--- config.mk ---
export PLATFORM = sky130hd
export DESIGN_NAME = seg7_scan_reader
export DESIGN_NICKNAME = d
export VERILOG_FILES = /design/src/rtl/seg7_scan_reader.sv
export SDC_FILE = /design/constraint.sdc
export NUM_CORES = 1
export LEC_CHECK = 0
export BUFFER_PORTS_ARGS = -buffer_cell sky130_fd_sc_hd__buf_2
export CORE_MARGIN = 4
export CORE_UTILIZATION = 60
export CTS_CLUSTER_SIZE = 10
export DETAILED_ROUTE_END_ITERATION = 12
export PLACE_DENSITY_LB_ADDON = 0.2
export SETUP_SLACK_MARGIN = 0.1
export SLEW_MARGIN = 20
export SYNTH_ARGS = -nofsm -noshare
export SYNTH_HDL_FRONTEND = slang
export SYNTH_SLANG_ARGS = --single-unit
--- constraint.sdc ---
create_clock -name clk -period 8.5 [get_ports clk]
set_clock_uncertainty 0.2 [all_clocks]
set_input_delay 0.85 -clock clk [delete_from_list [all_inputs] [get_ports clk]]
set_output_delay 0.85 -clock clk [all_outputs]
set_load 0.02 [all_outputs]
--- src/rtl/seg7_scan_reader.sv ---
`default_nettype none
// ============================================================================
// Module      : seg7_scan_reader
// Description : Recovers BCD digits from a scanned 7-segment bus once a
//               pattern/select pair has been stable for STABLE_CYC samples.
// Revision    : 1.0 - initial release
// ============================================================================
module seg7_scan_reader #(
    parameter int NDIG       = 4,
    parameter int STABLE_CYC = 4
) (
    input  logic                clk,
    input  logic                rst,
    input  logic [6:0]          seg_in,
    input  logic [NDIG-1:0]     dig_sel,
    input  logic                clr,
    output logic [4*NDIG-1:0]   bcd_out,
    output logic [NDIG-1:0]     dig_valid,
    output logic [NDIG-1:0]     err_mask,
    output logic                pat_err,
    output logic                frame_stb
);
    localparam int c_run_w = $clog2(STABLE_CYC + 1);
    localparam logic [c_run_w-1:0] c_run_max = c_run_w'(STABLE_CYC);
    localparam logic [c_run_w-1:0] c_run_one = c_run_w'(1);

    localparam logic [1:0] c_st_idle  = 2'd0;
    localparam logic [1:0] c_st_count = 2'd1;
    localparam logic [1:0] c_st_held  = 2'd2;

    logic [6:0]         r_s_seg, r_p_seg;
    logic [NDIG-1:0]    r_s_sel, r_p_sel;
    logic [1:0]         r_state;
    logic [c_run_w-1:0] r_run;
    logic [4*NDIG-1:0]  r_bcd;
    logic [NDIG-1:0]    r_valid, r_err, r_seen;
    logic               r_pat_err, r_frame;

    logic               w_onehot, w_same, w_capture;
    logic [c_run_w-1:0] w_run_next;
    logic [1:0]         w_state_next;
    logic [3:0]         w_val;
    logic               w_legal, w_blank, w_frame;
    logic [4*NDIG-1:0]  w_bcd_next;
    logic [NDIG-1:0]    w_valid_next, w_err_next, w_seen_next;

    // Run tracking: r_p_* holds the sample that preceded the current one.
    always_comb begin
        w_onehot     = $onehot(r_s_sel);
        w_same       = (r_s_seg == r_p_seg) && (r_s_sel == r_p_sel);
        w_run_next   = '0;
        w_state_next = c_st_idle;
        w_capture    = 1'b0;
        if (w_onehot) begin
            if (r_state == c_st_idle || !w_same)
                w_run_next = c_run_one;
            else if (r_run == c_run_max)
                w_run_next = r_run;
            else
                w_run_next = r_run + c_run_one;

            if (r_state == c_st_held && w_same) begin
                w_state_next = c_st_held;
            end else if (w_run_next == c_run_max) begin
                w_state_next = c_st_held;
                w_capture    = 1'b1;
            end else begin
                w_state_next = c_st_count;
            end
        end
    end

    always_comb begin
        w_val   = 4'd0;
        w_legal = 1'b1;
        w_blank = 1'b0;
        case (r_s_seg)
            7'h3F: w_val = 4'd0;
            7'h06: w_val = 4'd1;
            7'h5B: w_val = 4'd2;
            7'h4F: w_val = 4'd3;
            7'h66: w_val = 4'd4;
            7'h6D: w_val = 4'd5;
            7'h7D: w_val = 4'd6;
            7'h07: w_val = 4'd7;
            7'h7F: w_val = 4'd8;
            7'h6F: w_val = 4'd9;
            7'h00: begin
                w_legal = 1'b0;
                w_blank = 1'b1;
            end
            default: w_legal = 1'b0;
        endcase
    end

    // clr overrides error/frame bookkeeping but never the captured digit data.
    always_comb begin
        w_bcd_next   = r_bcd;
        w_valid_next = r_valid;
        w_err_next   = r_err;
        w_seen_next  = r_seen;
        w_frame      = 1'b0;
        if (w_capture) begin
            for (int i = 0; i < NDIG; i++) begin
                if (r_s_sel[i]) begin
                    if (w_legal) begin
                        w_bcd_next[4*i +: 4] = w_val;
                        w_valid_next[i]      = 1'b1;
                    end else begin
                        w_valid_next[i] = 1'b0;
                        if (!w_blank)
                            w_err_next[i] = 1'b1;
                    end
                end
            end
            w_seen_next = r_seen | r_s_sel;
            if (&w_seen_next) begin
                w_frame     = 1'b1;
                w_seen_next = '0;
            end
        end
        if (clr) begin
            w_err_next  = '0;
            w_seen_next = '0;
        end
    end

    always_ff @(posedge clk) begin
        if (rst) begin
            r_s_seg   <= '0;
            r_s_sel   <= '0;
            r_p_seg   <= '0;
            r_p_sel   <= '0;
            r_state   <= c_st_idle;
            r_run     <= '0;
            r_bcd     <= '0;
            r_valid   <= '0;
            r_err     <= '0;
            r_seen    <= '0;
            r_pat_err <= 1'b0;
            r_frame   <= 1'b0;
        end else begin
            r_s_seg   <= seg_in;
            r_s_sel   <= dig_sel;
            r_p_seg   <= r_s_seg;
            r_p_sel   <= r_s_sel;
            r_state   <= w_state_next;
            r_run     <= w_run_next;
            r_bcd     <= w_bcd_next;
            r_valid   <= w_valid_next;
            r_err     <= w_err_next;
            r_seen    <= w_seen_next;
            r_pat_err <= |w_err_next;
            r_frame   <= w_frame;
        end
    end

    assign bcd_out   = r_bcd;
    assign dig_valid = r_valid;
    assign err_mask  = r_err;
    assign pat_err   = r_pat_err;
    assign frame_stb = r_frame;

endmodule
`default_nettype wire

Word-level counts from Yosys, hierarchy flattened
Cells that the tools add are included.

Reduce and logical (&&, ||, !) cells: 21. Muxes and demuxes: 28. Bitwise operators: 3. Add/subtract/negate cells: 4. Equality and inequality tests: 16.

Operators with widths (number): 7-bit == test, second input constant (7); 4-bit one-hot mux with 9 select lines (1); 1-bit two-way mux (19); 7-bit by 3-bit == test with 1-bit output, second input constant (2); 4-bit two-way mux (3); 3-bit AND reduction (4); 10-bit OR reduction (1); 3-bit two-way mux (3); 2-bit AND reduction (4); 7-bit by 6-bit == test with 1-bit output, second input constant (1); 7-bit == test (1); 7-bit logical NOT (1); 3-bit == test, second input constant (2); 2-bit OR reduction (3); 1-bit by 1-bit adder with 2-bit output (2); 4-bit == test (1); 2-bit two-way mux (2); 4-bit OR (1); 4-bit AND reduction (1); 4-bit OR reduction (1); 2-bit by 2-bit adder with 3-bit output (1); 3-bit by 1-bit adder with 3-bit output, second input constant (1); 3-bit by 1-bit == test with 1-bit output, second input constant (1); 3-bit OR reduction (1); other kinds (6) (8).

Logic and storage cells: 91. Output and inout port bits: 26. Register bits after elaboration: 57. Input bits: 14.

Longest topological paths before layout
Depth in word-level cells: 13. Gate-level depth with buffers: 12. Gate-level depth less buffers: 10.

Worst setup path before layout
Ideal clock, no wire load.

Path type: reg-to-reg. From: register r_s_sel[0]. To: register r_bcd[2], in the netlist bcd_out[2]. Path buffers: 2. Period minus slack after synthesis: 3.242 ns. Slack: 5.258 ns. Data arrival time: 2.924 ns. Cell stages (with the launch flop): 13. Library setup time: 0.118 ns. Required time: 8.182 ns. Path through: dfxtp_1 > clkbuf_1 > inv_1 > fa_1 > inv_1 > ha_1 > ha_1 > nor4bb_1 > nand4_1 > nor4_4 > buf_6 > nand3_1 > o2bb2ai_1.

Longest elaborated chain between the ends: 11. Elaborated cells between the ends (all ways): 15. Classes of those cells: 2 x add/sub; 3 x eq/ne; 5 x mux; 5 x reduce/logical.

RTL lines: start: declaration (RTL line 32) `logic [NDIG-1:0] r_s_sel, r_p_sel;`; start signal: assignment (RTL line 144) `r_s_sel <= dig_sel;`; 4-bit == test (RTL line 50) `w_same = (r_s_seg == r_p_seg) && (r_s_sel == r_p_sel);`; 1-bit logical AND (RTL line 50); 1-bit logical NOT (RTL line 55) `if (r_state == c_st_idle || !w_same)`; 1-bit logical OR (RTL line 55); 3-bit two-way mux (RTL line 55); 3-bit two-way mux (RTL line 54) `if (w_onehot) begin`; 3-bit == test (RTL line 64) `end else if (w_run_next == c_run_max) begin`; 1-bit two-way mux (RTL line 64); 1-bit two-way mux (RTL line 62) `if (r_state == c_st_held && w_same) begin`; 1-bit two-way mux (RTL line 54); 3-bit AND reduction (no source line) (*); end signal: assignment (RTL line 149) `r_bcd <= w_bcd_next;`; end: declaration (RTL line 35) `logic [4*NDIG-1:0] r_bcd;`.

Mark *: on every way between the ends. The rest lies on a longest branch, timed or not. The select of a mux whose other input is x is not followed. A chain may end at the register's enable or synchronous reset.

Worst setup path after layout
From: register r_s_sel[0]. To: register r_bcd[13], in the netlist bcd_out[13].

Longest elaborated chain between the ends: 11. Elaborated cells between the ends (all ways): 15. Classes of those cells: 2 x add/sub; 3 x eq/ne; 5 x mux; 5 x reduce/logical.

RTL lines (RTL line): 4-bit == test (50); 1-bit logical AND (50); 1-bit logical NOT (55); 1-bit logical OR (55); 3-bit two-way mux (55); 3-bit two-way mux (54); 3-bit == test (64); 1-bit two-way mux (64); 1-bit two-way mux (62); 1-bit two-way mux (*) (54); 3-bit AND reduction (no source line) (*).

Marks and branches as above.

==> run summary <==
The startpoint type of the worst setup path is a register. The placed instance count was 332. The tools report the total count of hold-check failures in the final report as 0. Setup repair after global routing left no endpoint under its margin. Aggregate global-route resource usage: 21.1%. The H-tree depth came out at 3. After clock tree synthesis, the flow added hold-fix buffers numbering 0. Most frequent standard cell in the layout excluding fill and tap cells: sky130_fd_sc_hd__dfxtp_1. The number of antenna diodes in the final layout is 0.

TritonCTS built the clock tree. Of all nets on the critical path, the largest fanout is 24. The core outline area was 4000 sq um.

The flip-flop and latch count after synthesis is 57. The worst-case headroom to the max-slew limit was 28.3%. The path class of the tightest hold or removal check is register to register.

The logs give 0 for the number of routed nets with antenna violations and 1.17 nW for the static leakage. The data required time of the worst path came out at 8.51 ns. The run gives 347 as the final instance count without filler cells.

Total of max-cap violations: 0. The tree is rooted in a sky130_fd_sc_hd__clkbuf_8. Cells with a size suffix above 1 make up 21.2% of the layout. Static timing analysis puts the maximum clock frequency at 0.244 GHz.

The clock net sink count was 57. Each instance of the synthesized netlist takes up on average 9.43 sq um. After the first detailed-routing iteration, the DRC count stood at 129.

The number of global-route vias before repair was 1770. The clock latency on the worst-skew pair is 0.33 ns, and the post-cts sizing count is 0. Row generation in the floorplan step produced 23 rows. The library cells used most frequently in the layout, excluding fill and tap cells, are sky130_fd_sc_hd__dfxtp_1, sky130_fd_sc_hd__buf_2, sky130_fd_sc_hd__nor2b_1. Routability-driven placement finished with a final weighted congestion of 0.824. The critical path is of the register to register type. The run gives 8250 um as the first-pass GRT wire length.

For this run the aggregate overflow at the end of global routing stands at 0. The worst path needs 4.10 ns of the cycle, external delays included. The number of setup buffers added after CTS was 0. Sequential elements use 46.2% of the synthesized area.

The routed layout has 1906 vias. After technology mapping, the gate count stands at 262. The maximum count of clock buffers along a single path is 2.

For the largest net degree at the start of global routing, the log shows 48. Once the floorplan was initialized, standard cells occupied 61.8% of the core. At the pin with the least slew margin, the transition time is 1.07 ns. The tools report the critical path endpoint category as a register. Setup violations remaining at the end of the flow were counted as 0. After clock tree synthesis, the clock-pin slew on the worst setup and hold paths is 0.06 ns. From left edge to right edge, the die measures 72.2 um.

By area the synthesized netlist is led by sky130_fd_sc_hd__dfxtp_1, sky130_fd_sc_hd__nor2b_1, sky130_fd_sc_hd__xnor2_1. The number of nets in the synthesized netlist is 281. The power density over the cells is 192 nW/um^2, and the final worst-path setup slack is 4.40 ns. Across the VDD grid, the largest voltage drop is 0.157 mV. The post-synthesis to final-layout area growth was 14.3%.

The area share of the leading cell type in the synthesized netlist came out at 46.2%. The vertical extent of the die works out to 72.2 um. In this run, distinct cell masters in the synthesized netlist total 45. The number of antenna violations at the first check in global routing was 0. OpenSTA, run right after detailed placement, puts the worst setup slack at 4.53 ns. In the final routed layout, each cell accounts on average for 14.0 um.

For the total clock buffers created by CTS, the log shows 9. The die covers 5210 sq um. The count of pins over their slew limit was 0.

The setup TNS is 0 ns. The overall power was 0.000544 W; the synthesis warning total was 0. Summed over all layers, the routed wires come to 4870 um. The flow ran to the end, and the final reports show no timing, DRC or antenna violations.

The number of enable flip-flop cells after synthesis is 0. The first TritonRoute pass finished after 4 iterations. The logs give 312 for the net count reported at finish and 0 for the residual DRC count. The cell area that synthesis handed to floorplanning was 2470 sq um. 40 I/O pins were placed. Input and output buffers added on the ports amount to 39. For this run, the leading register cell type out of synthesis is sky130_fd_sc_hd__dfxtp_1. Detailed placement finished with a half-perimeter wire length of 3370 um.

Biggest area consumer among synthesized cells: sky130_fd_sc_hd__dfxtp_1. The number of vias per cell after detailed routing came out at 5.49. The post-synthesis async set-or-reset flop share came out at 0%. After layout, the worst path uses 48.3% of the clock period. Data on the critical path arrives at its endpoint at 4.12 ns.
## final cells by class
type | instances | area, sq um
multi-input cells | 176 | 1210
fillers | 310 | 1180
flip-flops and latches | 57 | 1140
repair buffers | 39 | 195
clock buffers | 12 | 165
well taps | 50 | 62.6
inverters | 10 | 37.5
clock inverters | 3 | 15.0
## kinds of logic after synthesis
| logic type | synth area share [%] |
|---|---|
| AND/OR/NAND/NOR | 23.8 |
| adder cells (fa/ha/maj) | 2.84 |
| XOR/XNOR | 4.61 |
| flip-flops | 46.2 |
| buffers and inverters | 4.96 |
| AO/OA/AOI/OAI | 13.5 |
| multiplexers | 4.05 |
## registers in the layout, indices dropped and copies added, names as in the netlist
name       flops
pat_err        1
r_s_seg        7
frame_stb      1
r_run          3
r_p_sel        4
r_state        2
err_mask       4
dig_valid      4
r_p_seg        7
r_s_sel        4
r_seen         4
bcd_out       16
## power breakdown
group | total [W] | switching [W] | internal, W | leakage [nW]
logic | 0.0000374 | 0.0000192 | 0.0000183 | 0.604
clock network | 0.000223 | 0.0000968 | 0.000126 | 0.0980
registers | 0.000283 | 0.00000962 | 0.000273 | 0.464
## layer usage
metal / vias to the layer above / routed length [um] / GRT usage [%]
met2: 42 / 2240 / 31.7
met1: 892 / 2350 / 27.5
met4: 0 / 67 / 11.3
met5: - / 0 / 0
li1: 967 / - / -
met3: 5 / 211 / 5.54
## worst max-delay path, cell delays in order, from the launching register on
cell	delay [ns]
sky130_fd_sc_hd__dfxtp_1	0.51
sky130_fd_sc_hd__inv_1	0.14
sky130_fd_sc_hd__fa_1	0.55
sky130_fd_sc_hd__inv_1	0.04
sky130_fd_sc_hd__ha_1	0.17
sky130_fd_sc_hd__ha_1	0.30
sky130_fd_sc_hd__nor4bb_1	0.43
sky130_fd_sc_hd__nand4_1	0.21
sky130_fd_sc_hd__nor4_4	0.84
sky130_fd_sc_hd__nand3_1	0.38
sky130_fd_sc_hd__o2bb2ai_1	0.23
## per-stage QoR
| step | util [%] | hold WS (ns) | cell area [sq um] |
|---|---|---|---|
| after floorplan | - | 0.259 | 2470 |
| after global placement | 66.1 | 0.260 | 2640 |
| after detailed placement | 66.1 | 0.268 | 2640 |
| after CTS | 70.6 | 0.278 | 2820 |
| after global routing | 70.6 | 0.309 | 2820 |
| final | 70.6 | 0.271 | 2820 |
## cells in the mapped netlist, drive strengths merged, types with 5 or more instances
library cell / count
a21oi: 9
nand2: 15
inv: 10
nand3: 8
mux2i: 10
nand4: 6
nor2b: 30
xnor2: 12
o21ai: 12
nor3: 5
nand2b: 13
clkbuf: 15
dfxtp: 57
nor2: 9
## worst paths after layout
path	start	end	slack, ns	cells past startpoint
hold / removal	bcd_out[7]	bcd_out[7]	0.27	2
hold reg to reg	bcd_out[7]	bcd_out[7]	0.27	2
setup reg to reg	r_s_sel[0]	bcd_out[13]	4.40	10
setup / recovery	r_s_sel[0]	bcd_out[13]	4.40	10
Power figures use the tool's default switching activity.
